[src/rtl/pc_if.sv]
// Bundle between the ID/commit stages and the fetch program counter.
// Carries o_adel only when PC_ALIGN_CHECK_EN is defined.
interface pc_if #(
  parameter int WIDTH = 32
);
  logic             i_stall;
  logic [2:0]       i_br_op;
  logic [1:0]       i_jump;
  logic [WIDTH-1:0] i_cmp_a;
  logic [WIDTH-1:0] i_cmp_b;
  logic [15:0]      i_imm16;
  logic [25:0]      i_j_addr;
  logic [WIDTH-1:0] i_jr_addr;
  logic [WIDTH-1:0] i_br_pc;
  logic             i_exc;
  logic             i_eret;
  logic [WIDTH-1:0] i_epc;
  logic [WIDTH-1:0] o_pc;
  logic [WIDTH-1:0] o_pc4;
  logic             o_taken;
  logic             o_pend;
`ifdef PC_ALIGN_CHECK_EN
  logic             o_adel;

  modport master (
    output i_stall, i_br_op, i_jump, i_cmp_a, i_cmp_b, i_imm16, i_j_addr,
           i_jr_addr, i_br_pc, i_exc, i_eret, i_epc,
    input  o_pc, o_pc4, o_taken, o_pend, o_adel
  );
  modport slave (
    input  i_stall, i_br_op, i_jump, i_cmp_a, i_cmp_b, i_imm16, i_j_addr,
           i_jr_addr, i_br_pc, i_exc, i_eret, i_epc,
    output o_pc, o_pc4, o_taken, o_pend, o_adel
  );
`else
  modport master (
    output i_stall, i_br_op, i_jump, i_cmp_a, i_cmp_b, i_imm16, i_j_addr,
           i_jr_addr, i_br_pc, i_exc, i_eret, i_epc,
    input  o_pc, o_pc4, o_taken, o_pend
  );
  modport slave (
    input  i_stall, i_br_op, i_jump, i_cmp_a, i_cmp_b, i_imm16, i_j_addr,
           i_jr_addr, i_br_pc, i_exc, i_eret, i_epc,
    output o_pc, o_pc4, o_taken, o_pend
  );
`endif
endinterface

[src/rtl/pc_unit.sv]
// IF-stage program counter: branch resolution, jumps, stalls with one buffered
// redirect, exception entry and eret. Define PC_ALIGN_CHECK_EN to add o_adel.
module pc_unit #(
  parameter int               WIDTH    = 32,
  parameter logic [WIDTH-1:0] RESET_PC = 32'h0000_3000,
  parameter logic [WIDTH-1:0] EXC_PC   = 32'h0000_4180
) (
  input  logic clk,
  input  logic reset,
  pc_if.slave  ctl
);

  typedef enum logic {RUN, PEND} state_t;

  state_t           state_reg, state_next;
  logic [WIDTH-1:0] pc_reg, pc_next;
  logic [WIDTH-1:0] pend_target_reg, pend_target_next;
  logic             taken_reg, taken_next;

  logic [WIDTH-1:0] seq_br;
  logic [WIDTH-1:0] br_target;
  logic [WIDTH-1:0] j_target;
  logic [WIDTH-1:0] target;
  logic             cond;
  logic             jump_req;
  logic             req;

  assign seq_br    = ctl.i_br_pc + WIDTH'(4);
  assign br_target = seq_br + {{(WIDTH-18){ctl.i_imm16[15]}}, ctl.i_imm16, 2'b00};

  generate
    if (WIDTH > 28) begin : g_j_wide
      assign j_target = {seq_br[WIDTH-1:28], ctl.i_j_addr, 2'b00};
    end else begin : g_j_narrow
      assign j_target = {ctl.i_j_addr, 2'b00};
    end
  endgenerate

  // Reserved encodings of both fields resolve to "no redirect".
  always_comb begin
    cond = 1'b0;
    case (ctl.i_br_op)
      3'b001:  cond = (ctl.i_cmp_a == ctl.i_cmp_b);
      3'b010:  cond = (ctl.i_cmp_a != ctl.i_cmp_b);
      3'b011:  cond = ($signed(ctl.i_cmp_a) <= 0);
      3'b100:  cond = ($signed(ctl.i_cmp_a) >  0);
      3'b101:  cond = ($signed(ctl.i_cmp_a) <  0);
      3'b110:  cond = ($signed(ctl.i_cmp_a) >= 0);
      default: cond = 1'b0;
    endcase
  end

  always_comb begin
    jump_req = 1'b0;
    target   = br_target;
    case (ctl.i_jump)
      2'b01: begin
        jump_req = 1'b1;
        target   = j_target;
      end
      2'b10: begin
        jump_req = 1'b1;
        target   = ctl.i_jr_addr;
      end
      default: ;
    endcase
  end

  assign req = jump_req | cond;

  always_comb begin
    state_next       = state_reg;
    pc_next          = pc_reg + WIDTH'(4);
    pend_target_next = pend_target_reg;
    taken_next       = 1'b0;
    if (ctl.i_exc) begin
      pc_next          = EXC_PC;
      pend_target_next = '0;
      state_next       = RUN;
      taken_next       = 1'b1;
    end else if (ctl.i_eret) begin
      pc_next          = ctl.i_epc;
      pend_target_next = '0;
      state_next       = RUN;
      taken_next       = 1'b1;
    end else if (ctl.i_stall) begin
      pc_next = pc_reg;
      // Only the first redirect seen during a stall is real; later ones are wrong-path.
      if (req && state_reg == RUN) begin
        pend_target_next = target;
        state_next       = PEND;
      end
    end else if (state_reg == PEND) begin
      pc_next          = pend_target_reg;
      pend_target_next = '0;
      state_next       = RUN;
      taken_next       = 1'b1;
    end else if (req) begin
      pc_next    = target;
      taken_next = 1'b1;
    end
  end

  always_ff @(posedge clk or posedge reset) begin
    if (reset) begin
      state_reg       <= RUN;
      pc_reg          <= RESET_PC;
      pend_target_reg <= '0;
      taken_reg       <= 1'b0;
    end else begin
      state_reg       <= state_next;
      pc_reg          <= pc_next;
      pend_target_reg <= pend_target_next;
      taken_reg       <= taken_next;
    end
  end

  assign ctl.o_pc    = pc_reg;
  assign ctl.o_pc4   = pc_reg + WIDTH'(4);
  assign ctl.o_taken = taken_reg;
  assign ctl.o_pend  = (state_reg == PEND);

`ifdef PC_ALIGN_CHECK_EN
  logic adel_reg, adel_next;

  // Flag tracks the PC being loaded, so it is valid in the same cycle as o_pc.
  always_comb begin
    adel_next = (pc_next[1:0] != 2'b00) || (pc_next < RESET_PC) ||
                (pc_next >= EXC_PC + WIDTH'(32'h0000_1000));
  end

  always_ff @(posedge clk or posedge reset) begin
    if (reset) begin
      adel_reg <= 1'b0;
    end else begin
      adel_reg <= adel_next;
    end
  end

  assign ctl.o_adel = adel_reg;
`endif

endmodule

[src/flat_wrapper.sv]
// flat-port wrapper written by rule: the top's interface ports become plain ports
module pc_unit_flat 
#(
  parameter int               WIDTH    = 32,
  parameter logic [WIDTH-1:0] RESET_PC = 32'h0000_3000,
  parameter logic [WIDTH-1:0] EXC_PC   = 32'h0000_4180
)
  (clk, reset, ctl_i_stall, ctl_i_br_op, ctl_i_jump, ctl_i_cmp_a, ctl_i_cmp_b, ctl_i_imm16, ctl_i_j_addr, ctl_i_jr_addr, ctl_i_br_pc, ctl_i_exc, ctl_i_eret, ctl_i_epc, ctl_o_pc, ctl_o_pc4, ctl_o_taken, ctl_o_pend);
  pc_if #(.WIDTH(WIDTH)) ctl_i ();
  input  logic clk;
  input  logic reset;
  input wire logic [$bits(ctl_i.i_stall)-1:0] ctl_i_stall;
  input wire logic [$bits(ctl_i.i_br_op)-1:0] ctl_i_br_op;
  input wire logic [$bits(ctl_i.i_jump)-1:0] ctl_i_jump;
  input wire logic [$bits(ctl_i.i_cmp_a)-1:0] ctl_i_cmp_a;
  input wire logic [$bits(ctl_i.i_cmp_b)-1:0] ctl_i_cmp_b;
  input wire logic [$bits(ctl_i.i_imm16)-1:0] ctl_i_imm16;
  input wire logic [$bits(ctl_i.i_j_addr)-1:0] ctl_i_j_addr;
  input wire logic [$bits(ctl_i.i_jr_addr)-1:0] ctl_i_jr_addr;
  input wire logic [$bits(ctl_i.i_br_pc)-1:0] ctl_i_br_pc;
  input wire logic [$bits(ctl_i.i_exc)-1:0] ctl_i_exc;
  input wire logic [$bits(ctl_i.i_eret)-1:0] ctl_i_eret;
  input wire logic [$bits(ctl_i.i_epc)-1:0] ctl_i_epc;
  output wire logic [$bits(ctl_i.o_pc)-1:0] ctl_o_pc;
  output wire logic [$bits(ctl_i.o_pc4)-1:0] ctl_o_pc4;
  output wire logic [$bits(ctl_i.o_taken)-1:0] ctl_o_taken;
  output wire logic [$bits(ctl_i.o_pend)-1:0] ctl_o_pend;
  assign ctl_i.i_stall = ctl_i_stall;
  assign ctl_i.i_br_op = ctl_i_br_op;
  assign ctl_i.i_jump = ctl_i_jump;
  assign ctl_i.i_cmp_a = ctl_i_cmp_a;
  assign ctl_i.i_cmp_b = ctl_i_cmp_b;
  assign ctl_i.i_imm16 = ctl_i_imm16;
  assign ctl_i.i_j_addr = ctl_i_j_addr;
  assign ctl_i.i_jr_addr = ctl_i_jr_addr;
  assign ctl_i.i_br_pc = ctl_i_br_pc;
  assign ctl_i.i_exc = ctl_i_exc;
  assign ctl_i.i_eret = ctl_i_eret;
  assign ctl_i.i_epc = ctl_i_epc;
  assign ctl_o_pc = ctl_i.o_pc;
  assign ctl_o_pc4 = ctl_i.o_pc4;
  assign ctl_o_taken = ctl_i.o_taken;
  assign ctl_o_pend = ctl_i.o_pend;
  pc_unit #(.WIDTH(WIDTH), .RESET_PC(RESET_PC), .EXC_PC(EXC_PC)) u_core (.clk(clk), .reset(reset), .ctl(ctl_i));
endmodule
[config.mk]
export PLATFORM = sky130hd
export DESIGN_NAME = pc_unit_flat
export DESIGN_NICKNAME = d
export VERILOG_FILES = /design/src/rtl/pc_if.sv /design/src/rtl/pc_unit.sv /design/src/flat_wrapper.sv
export SDC_FILE = /design/constraint.sdc
export NUM_CORES = 1
export LEC_CHECK = 0
export CAP_MARGIN = 30
export CELL_PAD_IN_SITES_DETAIL_PLACEMENT = 0
export CELL_PAD_IN_SITES_GLOBAL_PLACEMENT = 1
export CORE_ASPECT_RATIO = 1.4
export CORE_MARGIN = 2
export CORE_UTILIZATION = 32
export CTS_BUF_LIST = sky130_fd_sc_hd__clkbuf_8 sky130_fd_sc_hd__clkbuf_16
export CTS_CLUSTER_DIAMETER = 50
export CTS_CLUSTER_SIZE = 20
export DETAILED_ROUTE_END_ITERATION = 10
export HOLD_SLACK_MARGIN = 0.03
export PLACE_DENSITY = 0.79
export REMOVE_ABC_BUFFERS = 1
export SLEW_MARGIN = 10
export SYNTH_ARGS = -nofsm -noshare
export SYNTH_HDL_FRONTEND = slang
export SYNTH_SLANG_ARGS = --single-unit
[constraint.sdc]
create_clock -name clk -period 2.97 [get_ports clk]
set_clock_uncertainty 0.2 [all_clocks]
set_input_delay 0.594 -clock clk [delete_from_list [all_inputs] [get_ports clk]]
set_output_delay 0.594 -clock clk [all_outputs]
set_load 0.05 [all_outputs]
Word level (Yosys, flattened, before mapping)
Index checks and enable logic that the tools add are counted.
{"block": "totals", "ff_bits": 66, "wordCells": 51, "in_bits": 212}
{"block": "classes", "reduce_logical": 4, "n_bitwise": 2, "n_lt_le_gt_ge": 4, "n_eq_ne": 12, "mux": 22, "addsub": 3}
{"cell": "two-way mux 32 bit", "count": 10}
{"cell": "adder 32 x 3 -> 32 bit (second input constant)", "count": 2}
{"cell": "case mux 32 bit (2 select lines)", "count": 1}
{"cell": "adder 32 bit", "count": 1}
{"cell": "== test 32 bit", "count": 1}
{"cell": "greater-or-equal comparator 32 x 1 -> 1 bit (second input constant)", "count": 1}
{"cell": "greater-than comparator 32 x 1 -> 1 bit (second input constant)", "count": 1}
{"cell": "less-or-equal comparator 32 x 1 -> 1 bit (second input constant)", "count": 1}
{"cell": "< comparator 32 x 1 -> 1 bit (second input constant)", "count": 1}
{"cell": "inequality test 32 bit", "count": 1}
{"cell": "two-way mux 1 bit", "count": 10}
{"cell": "== test 3 bit (second input constant)", "count": 3}
{"cell": "== test 3 x 2 -> 1 bit (second input constant)", "count": 2}
{"cell": "case mux 1 bit (6 select lines)", "count": 1}
{"cell": "inequality test 4 x 1 -> 1 bit (second input constant)", "count": 1}
{"cell": "nonzero test 4 bit", "count": 1}
{"cell": "== test 3 x 1 -> 1 bit (second input constant)", "count": 1}
{"cell": "inequality test 3 x 1 -> 1 bit (second input constant)", "count": 1}
{"cell": "== test 2 x 1 -> 1 bit (second input constant)", "count": 1}
{"cell": "== test 2 bit (second input constant)", "count": 1}
{"cell": "AND reduction 2 bit", "count": 1}
{"cell": "OR reduction 2 bit", "count": 1}
{"cell": "logical AND 1 bit", "count": 1}
{"cell": "NOT 1 bit", "count": 1}
{"cell": "OR 1 bit", "count": 1}

Longest topological paths before layout
Gate-level depths: netlist of run 1.
{"block": "depth", "depth_word": 9, "ltp_mapped": 16, "ltp_nobuf": 15}

Worst setup path after synthesis of run 1
No wires, ideal clock.
{"block": "synth_timing", "path_type": "input port to flip-flop", "start": "in ctl_i_br_pc[5]", "end": "reg u_core.pc_reg[31], in the netlist u_core.ctl.o_pc[31]", "arrival_ns": 3.378, "t_required_ns": 2.650, "path_buffers": 2, "path_slack_ns": -0.728, "setup_time_ns": 0.120, "stages": 16, "cell_sequence": "and4_1 -> and4bb_1 -> and2_0 -> clkbuf_1 -> nand2_1 -> xnor2_1 -> ha_1 -> clkbuf_1 -> nand2_1 -> o21ai_0 -> a31oi_1 -> o211ai_1 -> a41oi_1 -> xnor2_1 -> a21oi_1 -> a31o_2"}
{"block": "synth_between", "elab_chain_len": 8}
{"element": "from (decl)", "line": "flat_wrapper.sv:20", "text": "input wire logic [$bits(ctl_i.i_br_pc)-1:0] ctl_i_br_pc;"}
{"element": "adder 32 x 3 -> 32 bit (*)", "line": "pc_unit.sv:28", "text": "assign seq_br = ctl.i_br_pc + WIDTH'(4);"}
{"element": "adder 32 bit", "line": "pc_unit.sv:29", "text": "assign br_target = seq_br + {{(WIDTH-18){ctl.i_imm16[15]}}, ctl.i_imm16, 2'b00};"}
{"element": "case mux 32 bit (2 select lines) (*)", "line": "pc_unit.sv:56", "text": "case (ctl.i_jump)"}
{"element": "two-way mux 32 bit (*)", "line": "pc_unit.sv:98", "text": "end else if (req) begin"}
{"element": "two-way mux 32 bit (*)", "line": "pc_unit.sv:93", "text": "end else if (state_reg == PEND) begin"}
{"element": "two-way mux 32 bit (*)", "line": "pc_unit.sv:86", "text": "end else if (ctl.i_stall) begin"}
{"element": "two-way mux 32 bit (*)", "line": "pc_unit.sv:81", "text": "end else if (ctl.i_eret) begin"}
{"element": "two-way mux 32 bit (*)", "line": "pc_unit.sv:76", "text": "if (ctl.i_exc) begin"}
{"element": "to (signal assigned)", "line": "pc_unit.sv:112", "text": "pc_reg <= pc_next;"}
{"element": "to (decl)", "line": "pc_unit.sv:16", "text": "logic [WIDTH-1:0] pc_reg, pc_next;"}
Every way passes the cells marked *; elsewhere a longest branch is shown, timed or not. The select of a mux whose other input is x is not followed.
A chain may end at the register's enable or synchronous reset.

Worst setup path in the final report of run 1
{"block": "layout_timing", "start": "in ctl_i_br_pc[6]", "end": "reg u_core.pend_target_reg[25]"}
{"block": "layout_between", "elab_chain_len": 7}
{"element": "adder 32 x 3 -> 32 bit", "line": "pc_unit.sv:28"}
{"element": "adder 32 bit", "line": "pc_unit.sv:29"}
{"element": "case mux 32 bit (2 select lines)", "line": "pc_unit.sv:56"}
{"element": "two-way mux 32 bit", "line": "pc_unit.sv:89", "text": "if (req && state_reg == RUN) begin"}
{"element": "two-way mux 32 bit", "line": "pc_unit.sv:86"}
{"element": "two-way mux 32 bit", "line": "pc_unit.sv:81"}
{"element": "two-way mux 32 bit", "line": "pc_unit.sv:76"}
{"element": "to (signal assigned)", "line": "pc_unit.sv:113", "text": "pend_target_reg <= pend_target_next;"}
{"element": "to (decl)", "line": "pc_unit.sv:17", "text": "logic [WIDTH-1:0] pend_target_reg, pend_target_next;"}
No other way between the ends. The select of a mux whose other input is x is not followed.

==> run summary, run 1 <==
Gate power share - 0.552
clock latency on the worst-skew pair - 0.34 ns
Sw Share - 0.3824
Clock Tree Root - clkbuf_16
DIE WIDTH - 130.6 um
share of layout cells above drive strength 1 - 0.4249
Synth Warn # - 0
clock sink total - 66
Slew @ Worst Pin - 0.7334 ns
vias in the first global route - 9,825
Max H-tree Level - 3
cell area after synthesis - 7177 um2
area post-placement - 12,190 um2
Max Cap Viol - 0
CTS buffer count - 9
Finish-stage setup viols - 48
DRC Markers - 0
PortBufs - 277
met2 Use GR - 0.5273
sw power - 1937 uW
DP Cell Count - 1,668
hold buffers post-CTS - 0
clock slew at reported path FFs - 0.06 ns
Mapped Cells - 905
iteration count of the initial detailed-routing pass - 5
Final Hold Fails - 0
total routed wirelength - 35,930 um
Internal - 3129 uW
number of enable flip-flop cells after synthesis - 0
wire per inst - 20.37 um
global routing met3 resource utilization - 0.04501
gpl congestion - 0.9463
Pwr Total - 5066 uW
part of the power in registers - 0.201
RSZ-0062 raised after global routing - true
I/O pin total - 278
hold slack - 0.2870 ns
Final Slew Violations - 0
fmax - 296.5 MHz
startpoint types - input port
Period minus WS final - 3.373 ns
Design Area, Final - 14,700 um2
initial antenna violation count - 3
Setup CP Type - in -> reg
first-pass GRT wire length - 52,100 um
Initial Util - 0.3271
TritonCTS clock tree - built
Setup WS post-layout - -0.4030 ns
Required @ worst endpoint - 3.00 ns
Clock Tree Buf Depth - 2
asr flop ratio synth - 1.000
Synth-to-Final Area Change - 104.8%
post-place setup slack - -1.483 ns
sequential area share after synthesis - 0.2305
Via Count - 9,714
Worst slew margin - 0.5111
Post-DRT Antenna Nets - 0
FILL cells - 1,751
Final #Nets - 1,710
synth unique cells - 81
hpwl dp - 26,690 um
Hold Path Class - reg -> reg
Power Density - 344.6 nW/um2
leakage - 0.006456 uW
GRT Overall Usage - 0.2850
Worst Path Max Fanout - 4
core area - 21,940 um2
Worst IR Drop VDD - 0.2345 mV
Clock power frac - 0.247
FF+latch count, synth - 66
die area - 23,660 um2
GRT Max-Usage Layer - met2
largest net degree at the start of global routing - 67
Via density - 5.507
Die Ht - 181.2 um
Iter 0 DRT Violations - 663
Global Route met1 Usage - 0.2919
fin crit share - 1.136
Row Count - 64
Non-Filler Instances - 1,764
status - finished with violations
Synth Area per Inst - 7.930 um2
ys flop type - dfrtp_1
crit path DAT - 3.40 ns
GR Overflow Total - 0
failing checks - setup timing
CP endpoint kind - flip-flop
## metal layers
layer | up-vias | share of wire
met4 | 0 | 0.055
met5 | - | 0
met3 | 103 | 0.063
met2 | 439 | 0.53
met1 | 4657 | 0.35
li1 | 4515 | -
## critical path, cell delays in order
cell	delay, ns
buf_6	0.07
and4_4	0.27
and3_4	0.20
nand2_1	0.06
xnor2_1	0.12
ha_1	0.40
nand4_1	0.18
nor2_1	0.19
a21o_1	0.23
a311oi_4	0.13
buf_4	0.18
o41ai_4	0.32
xnor2_2	0.16
a21oi_2	0.10
a22o_1	0.19
## synth_stat cells (11+ instances only)
library cell,count,share of area
a31oi_1,12,0.010
a21o_1,20,0.021
a22oi_1,25,0.026
clkbuf_1,40,0.021
a21oi_1,60,0.042
a221oi_1,12,0.015
a222oi_1,15,0.021
dfrtp_1,64,0.22
and3_1,11,0.0096
xnor2_1,52,0.063
ha_1,38,0.066
o21ai_0,57,0.040
xor2_1,55,0.067
nor2_1,58,0.030
nand3_1,31,0.022
inv_1,30,0.016
nand2_1,82,0.043
nand4_1,27,0.024
and2_1,11,0.0096
nor4_1,18,0.016
## path summary, 6_finish.rpt
| path | startpoint | end | slack [ns] | cells after the start |
|---|---|---|---|---|
| max | ctl_i_br_pc[6] | u_core.pend_target_reg[25]$_DFFE_PP0P_ | -0.40 | 15 |
| min | u_core.pend_target_reg[23]$_DFFE_PP0P_ | u_core.pend_target_reg[23]$_DFFE_PP0P_ | 0.29 | 2 |
| max reg2reg | u_core.ctl.o_pc[19]$_DFFE_PP0P_ | u_core.ctl.o_pc[30]$_DFFE_PP0P_ | 0.07 | 12 |
| min reg2reg | u_core.pend_target_reg[23]$_DFFE_PP0P_ | u_core.pend_target_reg[23]$_DFFE_PP0P_ | 0.29 | 2 |
| max in group asynchronous | reset | u_core.ctl.o_pc[13]$_DFFE_PP1P_ | 1.79 | 3 |
| min in group asynchronous | reset | u_core.ctl.o_pc[2]$_DFFE_PP0P_ | 0.44 | 3 |
## layout make-up
cell class | instances | area (um2) | area share
sequential | 66 | 1654 | 0.1125
antenna | 3 | 7.507 | 0.0005107
inverter | 31 | 118.9 | 0.008086
clock inverter | 7 | 117.6 | 0.008001
timing repair buffer | 596 | 5537 | 0.3766
tap | 297 | 371.6 | 0.02528
multi-input combinational | 755 | 6669 | 0.4537
clock buffer | 9 | 225.2 | 0.01532
## cell families (layout without fill, tap and decap cells)
logic type,after synthesis,after routing,share of synthesized area
compound gates,296,296,0.2857
xor+xnor,108,108,0.1328
fa+ha+maj,39,39,0.06904
buf+inv,84,643,0.04794
flops,66,66,0.2305
mux,8,8,0.01133
other cells,0,3,0
simple gates,304,304,0.2226
## through the flow
step,setup TNS [ns],utilization
detailed placement,-64.17,0.5556
floorplan,-73.65,-
CTS,-8.918,0.6316
finish,-11.41,0.6700
global placement,-61.74,0.5556
global route,-16.26,0.6700
## power groups by stage
stage,registers (uW),logic (uW),clock network (uW)
detailed placement,1020,2290,0
global route,1020,2950,1300
floorplan,1180,904,0
global placement,1020,2280,0
finish,1020,2800,1250
CTS,1010,2570,1250
## repair_timing
item / 4_1_cts / 5_1_grt
buffers inserted: 52 / 23
pin swaps: 150 / 123
resized for setup: 362 / 158
cloned: 4 / 0
endpoints found under the setup margin: 79 / 79
## cell usage in the layout (no fill, tap or decap), drive strengths merged, types with 5 or more instances in the layout
cell type	netlist	routed
nor2	59	59
nand4	27	27
dfrtp	64	64
a21oi	60	60
clkdlybuf4s15	0	13
and2	12	12
o211ai	10	10
clkbuf	40	16
or3	5	5
nand2b	9	9
xnor2	53	53
nor2b	10	10
nor3	10	10
dlymetal6s2s	0	7
buf	13	362
a21o	20	20
o221ai	7	7
dlygate4sd2	0	47
a222oi	15	15
clkdlybuf4s50	0	160
a22oi	25	25
nand2	83	83
a211oi	9	9
o31ai	8	8
a22o	10	10
inv	30	32
and4	9	9
mux2i	7	7
xor2	55	55
and3	11	11
a221oi	12	12
a31oi	13	13
nand3	33	33
nor4	18	18
a211o	5	5
ha	38	38
o21ai	63	63
nor3b	5	5
a221o	5	5
(Power assumes the default switching activity.)
==> inputs of run 2 (changes only) <==
--- a/config.mk
+++ b/config.mk
@@ -5,6 +5,7 @@
 export SDC_FILE = /design/constraint.sdc
 export NUM_CORES = 1
 export LEC_CHECK = 0
+export ABC_AREA = 1
 export CAP_MARGIN = 30
 export CELL_PAD_IN_SITES_DETAIL_PLACEMENT = 0
 export CELL_PAD_IN_SITES_GLOBAL_PLACEMENT = 1
@@ -16,7 +17,7 @@
 export CTS_CLUSTER_SIZE = 20
 export DETAILED_ROUTE_END_ITERATION = 10
 export HOLD_SLACK_MARGIN = 0.03
-export PLACE_DENSITY = 0.79
+export PLACE_DENSITY = 0.8
 export REMOVE_ABC_BUFFERS = 1
 export SLEW_MARGIN = 10
 export SYNTH_ARGS = -nofsm -noshare
==> run 2 against run 1 <==
  * The flow still finishes with violations (setup timing)
  * Routed wire length rose by 15%
  * Fmax rose by 1.6%
  * Largest cell class unchanged
  * Die area rose by 21%
  * Sequential cell count is the same
==> run summary, run 2 <==
Worst path slowest cell - ha_1
Max H-tree Level - 3 (unchanged)
Initial Util - 0.3256 (-0.001523)
Synth top cells by count - 521 x nand2_1, 194 x inv_1, 190 x nor2_1
Die Ht - 199.5 um (+10%)
Mapped Cells - 1,534 (+70%)
die area - 28,650 um2 (+21%)
Hold Path Class - reg -> reg
Via density - 4.947 (-10%)
crit path from - ctl_i_br_pc[14]
Clock Tree Root - clkbuf_16
failing checks - setup timing
clock slew at reported path FFs - 0.06 ns (about the same)
total routed wirelength - 41,190 um (+15%)
WP depth - 25 (+10)
share of layout cells above drive strength 1 - 0.3646 (-0.06031)
Pwr Total - 5416 uW (+6.9%)
cell family with most CP delay - simple AND/OR/NAND/NOR gates
ys flop type - dfrtp_1
CP endpoint kind - flip-flop
most frequent cells in the layout - 416 x nand2_1, 251 x buf_4, 225 x clkdlybuf4s50_1
Internal - 3141 uW (+0.38%)
cell taking the most area after synthesis - nand2_1
sequential area share after synthesis - 0.1894 (-0.04110)
Max Cap Viol - 0 (unchanged)
Synth Warn # - 0 (unchanged)
Critical Path End - u_core.ctl.o_pc[27]$_DFFE_PP0P_
startpoint types - input port
Power Density - 320.5 nW/um2 (-7.0%)
GRT Max-Usage Layer - met2
RSZ-0062 raised after global routing - true
Synth-to-Final Area Change - 93.50%
fin crit share - 1.118 (-0.01742)
CTS buffer count - 9 (unchanged)
Gate power share - 0.603 (+0.051)
gpl congestion - 1.015 (+7.2%)
Required @ worst endpoint - 3.00 ns (about the same)
TritonCTS clock tree - built
Yosys top cell area share - 0.2239 (+0.0007414)
setup TNS - -5.842 ns (+5.571 ns)
part of the power in registers - 0.198 (-0.003)
number of enable flip-flop cells after synthesis - 0 (unchanged)
Iter 0 DRT Violations - 620 (-6.5%)
sw power - 2276 uW (+17%)
Clock Tree Buf Depth - 2 (unchanged)
most common cell after layout, fill and taps aside - nand2_1
FF+latch count, synth - 66 (unchanged)
DIE WIDTH - 143.6 um (+10%)
Worst slew margin - 0.5774 (+0.06636)
leakage - 0.008127 uW (+26%)
hold slack - 0.2732 ns (-0.01382 ns)
core area - 26,830 um2 (+22%)
Clock power frac - 0.200 (-0.047)
I/O pin total - 278 (unchanged)
GR Overflow Total - 0 (unchanged)
Finish-stage setup viols - 35 (-27%)
Global Route met1 Usage - 0.2702 (-0.02168)
cell area after synthesis - 8735 um2 (+22%)
vias in the first global route - 12,210 (+24%)
CP most frequent cell - buf_4
PortBufs - 277 (unchanged)
asr flop ratio synth - 1.000 (unchanged)
CP bufs+invs - 8 (+6)
clock sink total - 66 (unchanged)
hpwl dp - 31,890 um (+19%)
iteration count of the initial detailed-routing pass - 5 (unchanged)
Worst Path Max Fanout - 4 (unchanged)
Final #Nets - 2,328 (+36%)
Slew @ Worst Pin - 0.6329 ns (-0.1005 ns)
Setup WS post-layout - -0.3512 ns (+0.05173 ns)
Synth Area per Inst - 5.694 um2 (-28%)
CP peak stage delay - 0.37 ns (-0.03 ns)
initial antenna violation count - 2 (-1)
top post-synthesis cells by area - nand2_1 22%, dfrtp_1 18%, nand3_1 9.1%, inv_1 8.3%, nor2_1 8.2%
crit path DAT - 3.35 ns (-0.05 ns)
Sw Share - 0.4202 (+0.03777)
Final Slew Violations - 0 (unchanged)
area post-placement - 13,910 um2 (+14%)
global routing met3 resource utilization - 0.02564 (-0.01937)
met2 Use GR - 0.5416 (+0.01433)
Design Area, Final - 16,900 um2 (+15%)
first-pass GRT wire length - 60,980 um (+17%)
synth unique cells - 49 (-40%)
Setup CP Type - in -> reg
worst r2r src - u_core.ctl.o_pc[3]$_DFFE_PP0P_
Period minus WS final - 3.321 ns (-0.05173 ns)
DRC Markers - 0 (unchanged)
Via Count - 12,120 (+25%)
largest net degree at the start of global routing - 67 (unchanged)
Final Hold Fails - 0 (unchanged)
Crit Reg-Reg Endpoint - u_core.ctl.o_pc[20]$_DFFE_PP0P_
Worst IR Drop VDD - 0.2908 mV (+24%)
status - finished with violations
reg2reg setup slack - 0.56 ns (+0.49 ns)
GRT Overall Usage - 0.2728 (-0.01219)
clock latency on the worst-skew pair - 0.34 ns (about the same)
reg2reg path depth - 15 (+3)
fmax - 301.1 MHz (+1.6%)
wire per inst - 16.82 um (-17%)
Post-DRT Antenna Nets - 0 (unchanged)
Row Count - 71 (+11%)
most frequent cell after synthesis - nand2_1
run 2: per-layer routing:
metal | up-vias | routed length, um
li1 | 5986 | -
met1 | 5604 | 14310
met2 | 403 | 22550
met3 | 122 | 1759
met4 | 0 | 2570
met5 | - | 0
run 2: kinds of logic (layout without fill, tap and decap cells):
family          Yosys count  in the layout  synth area share
simple gates            984            984            0.4820
buf+inv                 246            794            0.1109
compound gates          131            131           0.09196
xor+xnor                 68             68           0.06905
flops                    66             66            0.1894
fa+ha+maj                39             39           0.05673
other cells               0              2                 0
run 2: worst min-delay path by stage:
stage / from / cells past startpoint / endpoint / slack (ns)
2_1_floorplan: u_core.pend_target_reg[28]$_DFFE_PP0P_ / 2 / u_core.pend_target_reg[28]$_DFFE_PP0P_ / 0.24
3_3_place_gp: u_core.pend_target_reg[27]$_DFFE_PP0P_ / 2 / u_core.pend_target_reg[27]$_DFFE_PP0P_ / 0.26
3_5_place_dp: u_core.pend_target_reg[26]$_DFFE_PP0P_ / 2 / u_core.pend_target_reg[26]$_DFFE_PP0P_ / 0.26
4_1_cts: u_core.pend_target_reg[20]$_DFFE_PP0P_ / 2 / u_core.pend_target_reg[20]$_DFFE_PP0P_ / 0.27
5_1_grt: u_core.pend_target_reg[1]$_DFFE_PP0P_ / 2 / u_core.pend_target_reg[1]$_DFFE_PP0P_ / 0.29
6_report: u_core.pend_target_reg[24]$_DFFE_PP0P_ / 2 / u_core.pend_target_reg[24]$_DFFE_PP0P_ / 0.27
run 2: layout make-up:
class / instances / area, um2
clock inverter: 6 / 58.81
fill: 2416 / 9927
tap: 365 / 456.7
antenna: 2 / 5.005
clock buffer: 10 / 239.0
timing repair buffer: 579 / 5642
multi-input combinational: 1222 / 8075
sequential: 66 / 1665
inverter: 199 / 759.5
run 2: power by group through the flow:
stage,Combinational (uW),Sequential (uW),Clock (uW)
2_1_floorplan,1130,1240,0
3_3_place_gp,2660,1070,0
3_5_place_dp,2670,1080,0
4_1_cts,2990,1070,1090
5_1_grt,3500,1080,1120
6_report,3260,1070,1080
run 2: metrics by stage:
step	setup slack, ns	std cells	utilization
floorplan	-0.6022	1487	-
global placement	-1.440	2364	0.5184
detailed placement	-1.440	2364	0.5184
CTS	-0.2588	2413	0.5894
global route	-0.5842	2448	0.6299
finish	-0.3512	2449	0.6300
run 2: tightest hold or removal path: stages (launching register included):
cell,delay (ns)
dfrtp_1,0.34
nand2_1,0.05
nand2_1,0.05
run 2: repair_timing:
| action | 4_1_cts | 5_1_grt |
|---|---|---|
| pin swaps | 155 | 137 |
| setup endpoints to repair | 70 | 82 |
| cloned | 0 | 0 |
| buffers inserted | 36 | 36 |
| gates resized for setup | 399 | 213 |
| hold buffers | 0 | 0 |
==> inputs of run 3 (changes only) <==
--- a/config.mk
+++ b/config.mk
@@ -13,7 +13,6 @@
 export CORE_MARGIN = 2
 export CORE_UTILIZATION = 32
 export CTS_BUF_LIST = sky130_fd_sc_hd__clkbuf_8 sky130_fd_sc_hd__clkbuf_16
-export CTS_CLUSTER_DIAMETER = 50
 export CTS_CLUSTER_SIZE = 20
 export DETAILED_ROUTE_END_ITERATION = 10
 export HOLD_SLACK_MARGIN = 0.03
==> results of run 3 <==
Same layout as run 2: the final DEF is identical, and so are final timing and power.
